===== src/rtl/hash_arb_pkg.sv =====
// hash_arb_pkg: shared widths, FSM state type and name-chunk length masking for the hash request arbiter
package hash_arb_pkg;
  localparam int NAME_W = 64;
  localparam int LEN_W = 6;
  localparam int HASH_W = 10;
  localparam int ID_W = 3;
  typedef enum logic [1:0] {WARM, IDLE, BUSY, RESP} state_t;
  function automatic logic [NAME_W-1:0] mask_chunk(input logic [NAME_W-1:0] d, input logic [LEN_W-1:0] len);
    return len == '0 ? d : d & ((NAME_W'(1) << len) - NAME_W'(1));
  endfunction
endpackage


===== src/rtl/hash_req_arbiter_rr_pick.sv =====
// rr_pick: combinational round-robin picker, first set req bit at or after ptr (wrapping) -> one-hot gnt, idx, any
module rr_pick
  import hash_arb_pkg::*;
#(
  parameter int N_REQ = 4
) (
  input  logic [N_REQ-1:0] req,
  input  logic [ID_W-1:0]  ptr,
  output logic [N_REQ-1:0] gnt,
  output logic [ID_W-1:0]  idx,
  output logic             any
);
  logic [N_REQ-1:0] rot;
  int off;
  always_comb begin
    rot = N_REQ'({req, req} >> ptr);
    off = 0;
    for (int i = N_REQ - 1; i >= 0; i--) if (rot[i]) off = i;
    any = |req;
    idx = ID_W'((int'(ptr) + off) % N_REQ);
    gnt = any ? N_REQ'(1) << idx : '0;
  end
endmodule


===== src/rtl/hash_req_arbiter.sv =====
// hash_req_arbiter: round-robin share of one name-hash engine among N_REQ requesters, one job in flight; HASH_ARB_STATS_EN adds stat_grants counters
module hash_req_arbiter
  import hash_arb_pkg::*;
#(
  parameter int N_REQ = 4,
  parameter int HASH_LAT = 1,
  parameter int WARM_CYC = 2
) (
  input  logic                    clk,
  input  logic                    rst,
  input  logic [N_REQ-1:0]        req_valid,
  input  logic [N_REQ*NAME_W-1:0] req_data,
  input  logic [N_REQ*LEN_W-1:0]  req_len,
  output logic [N_REQ-1:0]        req_ready,
  output logic [NAME_W-1:0]       hash_data,
  output logic [LEN_W-1:0]        hash_len,
  input  logic [HASH_W-1:0]       hash_result,
  output logic                    rsp_valid,
  output logic [HASH_W-1:0]       rsp_hash,
  output logic [ID_W-1:0]         rsp_id,
  input  logic                    rsp_ready,
  output logic                    busy
`ifdef HASH_ARB_STATS_EN
  ,
  output logic [N_REQ*16-1:0]     stat_grants
`endif
);
  state_t state;
  logic [7:0] warm_cnt;
  logic [2:0] lat;
  logic [ID_W-1:0] rr, g_idx;
  logic [N_REQ-1:0] g_hot;
  logic g_any, acc;
  rr_pick #(.N_REQ(N_REQ)) u_pick (.req(req_valid), .ptr(rr), .gnt(g_hot), .idx(g_idx), .any(g_any));
  assign acc = state == IDLE && g_any;
  assign req_ready = acc ? g_hot : '0;
  assign rsp_valid = state == RESP;
  assign busy = state != IDLE;
  always_ff @(posedge clk) begin
    if (rst) begin
      state <= WARM;
      warm_cnt <= '0;
      lat <= '0;
      rr <= '0;
      hash_data <= '0;
      hash_len <= '0;
      rsp_hash <= '0;
      rsp_id <= '0;
    end else begin
      case (state)
        WARM: begin
          warm_cnt <= warm_cnt + 8'd1;
          if (int'(warm_cnt) >= WARM_CYC - 1) state <= IDLE;
        end
        IDLE: if (g_any) begin
          hash_data <= mask_chunk(req_data[NAME_W*g_idx +: NAME_W], req_len[LEN_W*g_idx +: LEN_W]);
          hash_len <= req_len[LEN_W*g_idx +: LEN_W];
          rsp_id <= g_idx;
          rr <= ID_W'((int'(g_idx) + 1) % N_REQ);
          lat <= 3'(HASH_LAT);
          state <= BUSY;
        end
        BUSY: begin
          lat <= lat - 3'd1;
          if (lat == 3'd1) begin
            rsp_hash <= hash_result;
            state <= RESP;
          end
        end
        RESP: if (rsp_ready) state <= IDLE;
        default: state <= WARM;
      endcase
    end
  end
`ifdef HASH_ARB_STATS_EN
  always_ff @(posedge clk) begin
    for (int i = 0; i < N_REQ; i++) begin
      if (rst) stat_grants[16*i +: 16] <= '0;
      else if (acc && g_hot[i] && stat_grants[16*i +: 16] != 16'hFFFF) stat_grants[16*i +: 16] <= stat_grants[16*i +: 16] + 16'd1;
    end
  end
`endif
endmodule


===== config.mk =====
export PLATFORM = sky130hd
export DESIGN_NAME = hash_req_arbiter
export DESIGN_NICKNAME = d
export VERILOG_FILES = /design/src/rtl/hash_arb_pkg.sv /design/src/rtl/hash_req_arbiter_rr_pick.sv /design/src/rtl/hash_req_arbiter.sv
export SDC_FILE = /design/constraint.sdc
export NUM_CORES = 1
export LEC_CHECK = 0
export CAP_MARGIN = 20
export CORE_AREA = 2 2 148 150
export DETAILED_ROUTE_END_ITERATION = 12
export DIE_AREA = 0 0 150 152
export MAX_ROUTING_LAYER = met4
export PLACE_DENSITY_LB_ADDON = 0.25
export SLEW_MARGIN = 0
export SYNTH_ARGS = -nofsm -noshare
export SYNTH_HDL_FRONTEND = slang
export SYNTH_HIERARCHICAL = 1
export SYNTH_SLANG_ARGS = --single-unit

===== constraint.sdc =====
create_clock -name clk -period 19.2 [get_ports clk]
set_input_delay 5.76 -clock clk [delete_from_list [all_inputs] [get_ports clk]]
set_output_delay 5.76 -clock clk [all_outputs]
set_load 0.01 [all_outputs]

==> flow_summary.ini <==
[run_status]
status = finished, final reports clean

[worst_setup_path]
critPathLaunchType = input port
slowest_delay_ns = 0.56
worstRegToRegCells = 18
required_ns = 13.44
critPathKind = in2out
worst-path-buf-inv = 3
arrival_ns = 9.05
r2r-start = rr[0]
crit_chain = clkdlybuf4s50_1 -> nor2_1 -> o21ai_0 -> o21ai_1 -> a221oi_1 -> o21ai_1 -> ha_4 -> or2_4 -> o211ai_4 -> buf_4 -> and3b_1 -> and3_1 -> clkdlybuf4s50_1
path_delay_family = buffers and inverters
slowest_stage = clkdlybuf4s50_1
path_max_fanout = 47
endpoint_kind = output port
reg2reg_slack_ns = 12.73
r2r-end = hash_data[44]

[grt]
use_met1_pct = 40.5
grtUsageTotal_pct = 31.6
grt_pass1_vias = 8744
grt_max_degree = 73
overflow = 0
grt_first_pass_wirelength_mm = 53.4
grt_busiest_layer = met2
met3_usage_pct = 5.98
antenna_found_initial = 0
use_met2_pct = 50.3

[yosys]
synth-simple-area-share_pct = 21.3
synth.top_cells.by_area = dfxtp_1 (25%), mux4_2 (20%), nand2_1 (5.5%), nor2_1 (3.8%), a21oi_1 (3.0%)
yosysTopAreaCellShare_pct = 24.8
ys_ff_latch = 98
synth.area.mux_share_pct = 24.2
synth_ff_type = dfxtp_1
synthAdderAreaFrac_pct = 1.74
synth_xor_area_share_pct = 2.00
syn_area_per_cell_um2 = 8.90
synthArstFlopShare_pct = 0
synth_warnings = 6
synth_top_family_by_area = multiplexers
synth_top_cell_by_area = dfxtp_1
synth_edf_count = 0
ys_seq_area_share_pct = 24.8
netlist_area_um2 = 7900
synth.distinct_cells = 89
synthCells = 888
synth-compound-area-share_pct = 21.2

[detailed_routing]
antenna_left = 0
first_pass_iters = 5
wirelength_mm = 36.0
drc = 0
wire_per_inst_um = 23.7
via_count = 8993
avgViaCountPerCell = 5.92
drt-initial-drc-count = 721

[pwr]
p_clk_share_pct = 10.6
pwr-share-comb_pct = 74.2
p_per_area_nw_per_um2 = 147
vdd.ir_drop.worst_mv = 0.0961
p_seq_share_pct = 15.2
leakage_nw = 4.25
p_int_w = 0.000888
p_sw_w = 0.000911
p_sw_share_pct = 50.6

[timing]
worst_slew_pin_slew_ns = 0.989
setup_violations = 0
rsz0062_at_grt = no
period_minus_slack_ns = 14.81
fin_skew_ns = 0.00875
finalHoldViolCount = 0
fin_crit_sh_pct = 77.1
fin_setup_tns_ns = 0
slew_headroom_pct = 33.6
max_freq_mhz = 67.5
slew_violations = 0

[clock_network]
clock-root-buffer = clkbuf_16
clock_path_buffers = 2
cts_buffers = 9
cts_resized = 0
ctsHoldBuffers = 0
cts_max_level = 3
cts_tree = yes
clk_latency_ns = 0.37
clock_sinks = 98
cts_setup_buffers = 0
path_clk_slew_ns = 0.07

[place]
port_buffers = 385
gp_congestion = 0.998
hpwl_mm = 28.3

[floorplan]
core_area_um2 = 21400
dieArea_um2 = 22800
fp-row-count = 54
die_h_um = 152
io_pins = 386
initial_utilization_pct = 37.0
die_x_um = 150

[final_layout]
layout_common_cells = clkdlybuf4s50_1 (384), nand2_1 (114), dfxtp_1 (98), nor2_1 (78), mux4_2 (70)
final_common_cell = clkdlybuf4s50_1
fin_nets = 1543
drive_gt1_share_pct = 11.3
area.growth.synth_to_final_pct = 54.9
diodes = 0
final_util_pct = 57.3

[worst_hold_path]
min_path_type = reg2reg
worstHoldStart = hash_data[23]
worstHoldPathCells = 2
holdPathEnd = hash_data[23]

[run]
drv_cap = 0
## metrics by stage
step | setup WS, ns | instances | area (um^2) | hold slack (ns) | total power (W)
6_report | 4.39 | 1520 | 12200 | 0.444 | 0.00180
5_1_grt | 4.26 | 1520 | 12200 | 0.465 | 0.00190
4_1_cts | 4.43 | 1519 | 12200 | 0.445 | 0.00179
3_5_place_dp | 4.45 | 1503 | 11900 | 0.432 | 0.00159
3_3_place_gp | 4.52 | 1503 | 11900 | 0.424 | 0.00160
2_1_floorplan | 6.11 | 891 | 7910 | 0.454 | 0.00117
## logic make-up after synthesis
kind of cell | Yosys count
buf+inv | 83
mux | 102
fa+ha+maj | 11
other cells | 2
xor+xnor | 18
compound gates | 230
flops | 98
simple gates | 344
## synth_stat cells, types with 8 or more instances
cell type,number
nand4_1,9
nor4_1,9
mux2i_1,22
buf_2,10
nand3_1,28
a32oi_1,10
xor2_1,9
dfxtp_1,98
nand2_1,115
mux2_2,9
nor3_1,28
xnor2_1,9
ha_1,11
buf_1,8
a21oi_1,47
inv_1,15
or3_1,8
and3_1,9
nor2_1,81
a32o_1,10
clkbuf_1,41
a22oi_1,12
o2111ai_1,8
o21ai_0,31
a211oi_1,19
mux4_2,70
o211ai_1,15
## flip-flops by register name, indices dropped and copies added, names as in the netlist
signal,count
rsp_id,3
hash_data,64
rsp_hash,10
hash_len,6
state,2
rr,2
lat,3
warm_cnt,8
## worst min-delay path: cells and delay by family, from the launching register on
kind | cells | cell delay [ns]
DFF | 1 | 0.31
and+or+nand+nor | 2 | 0.09
## worst max-delay path by stage
stage                              end  depth (start not counted)          from
final                     req_ready[2]                         13  req_valid[3]
after global routing      req_ready[2]                         12  req_valid[2]
after CTS                 req_ready[2]                         13  req_valid[3]
after detailed placement  req_ready[2]                         13  req_valid[3]
after global placement    req_ready[2]                         13  req_valid[3]
after floorplan           req_ready[2]                          9  req_valid[2]
## layer usage
metal / wire length (um) / vias to the layer above / part of all wire, %
li1: - / 4126 / -
met1: 15000 / 4322 / 42
met2: 17200 / 458 / 48
met3: 2580 / 87 / 7.2
met4: 1290 / 0 / 3.6
met5: 0 / - / 0
## cell type report
type | instances | area (um^2)
Fill cell | 1982 | 9110
Timing Repair Buffer | 399 | 3960
Clock inverter | 7 | 78.8
Inverter | 17 | 63.8
Tap cell | 280 | 350
Multi-Input combinational cell | 710 | 5600
Clock buffer | 9 | 225
Sequential cell | 98 | 1960
## power groups by stage
stage	registers [W]	clock network [W]	logic, W
finish	0.000273	0.000191	0.00133
detailed placement	0.000276	0	0.00131
floorplan	0.000287	0	0.000878
global placement	0.000275	0	0.00132
CTS	0.000272	0.000194	0.00132
global route	0.000278	0.000201	0.00142
(Power assumes the default switching activity.)
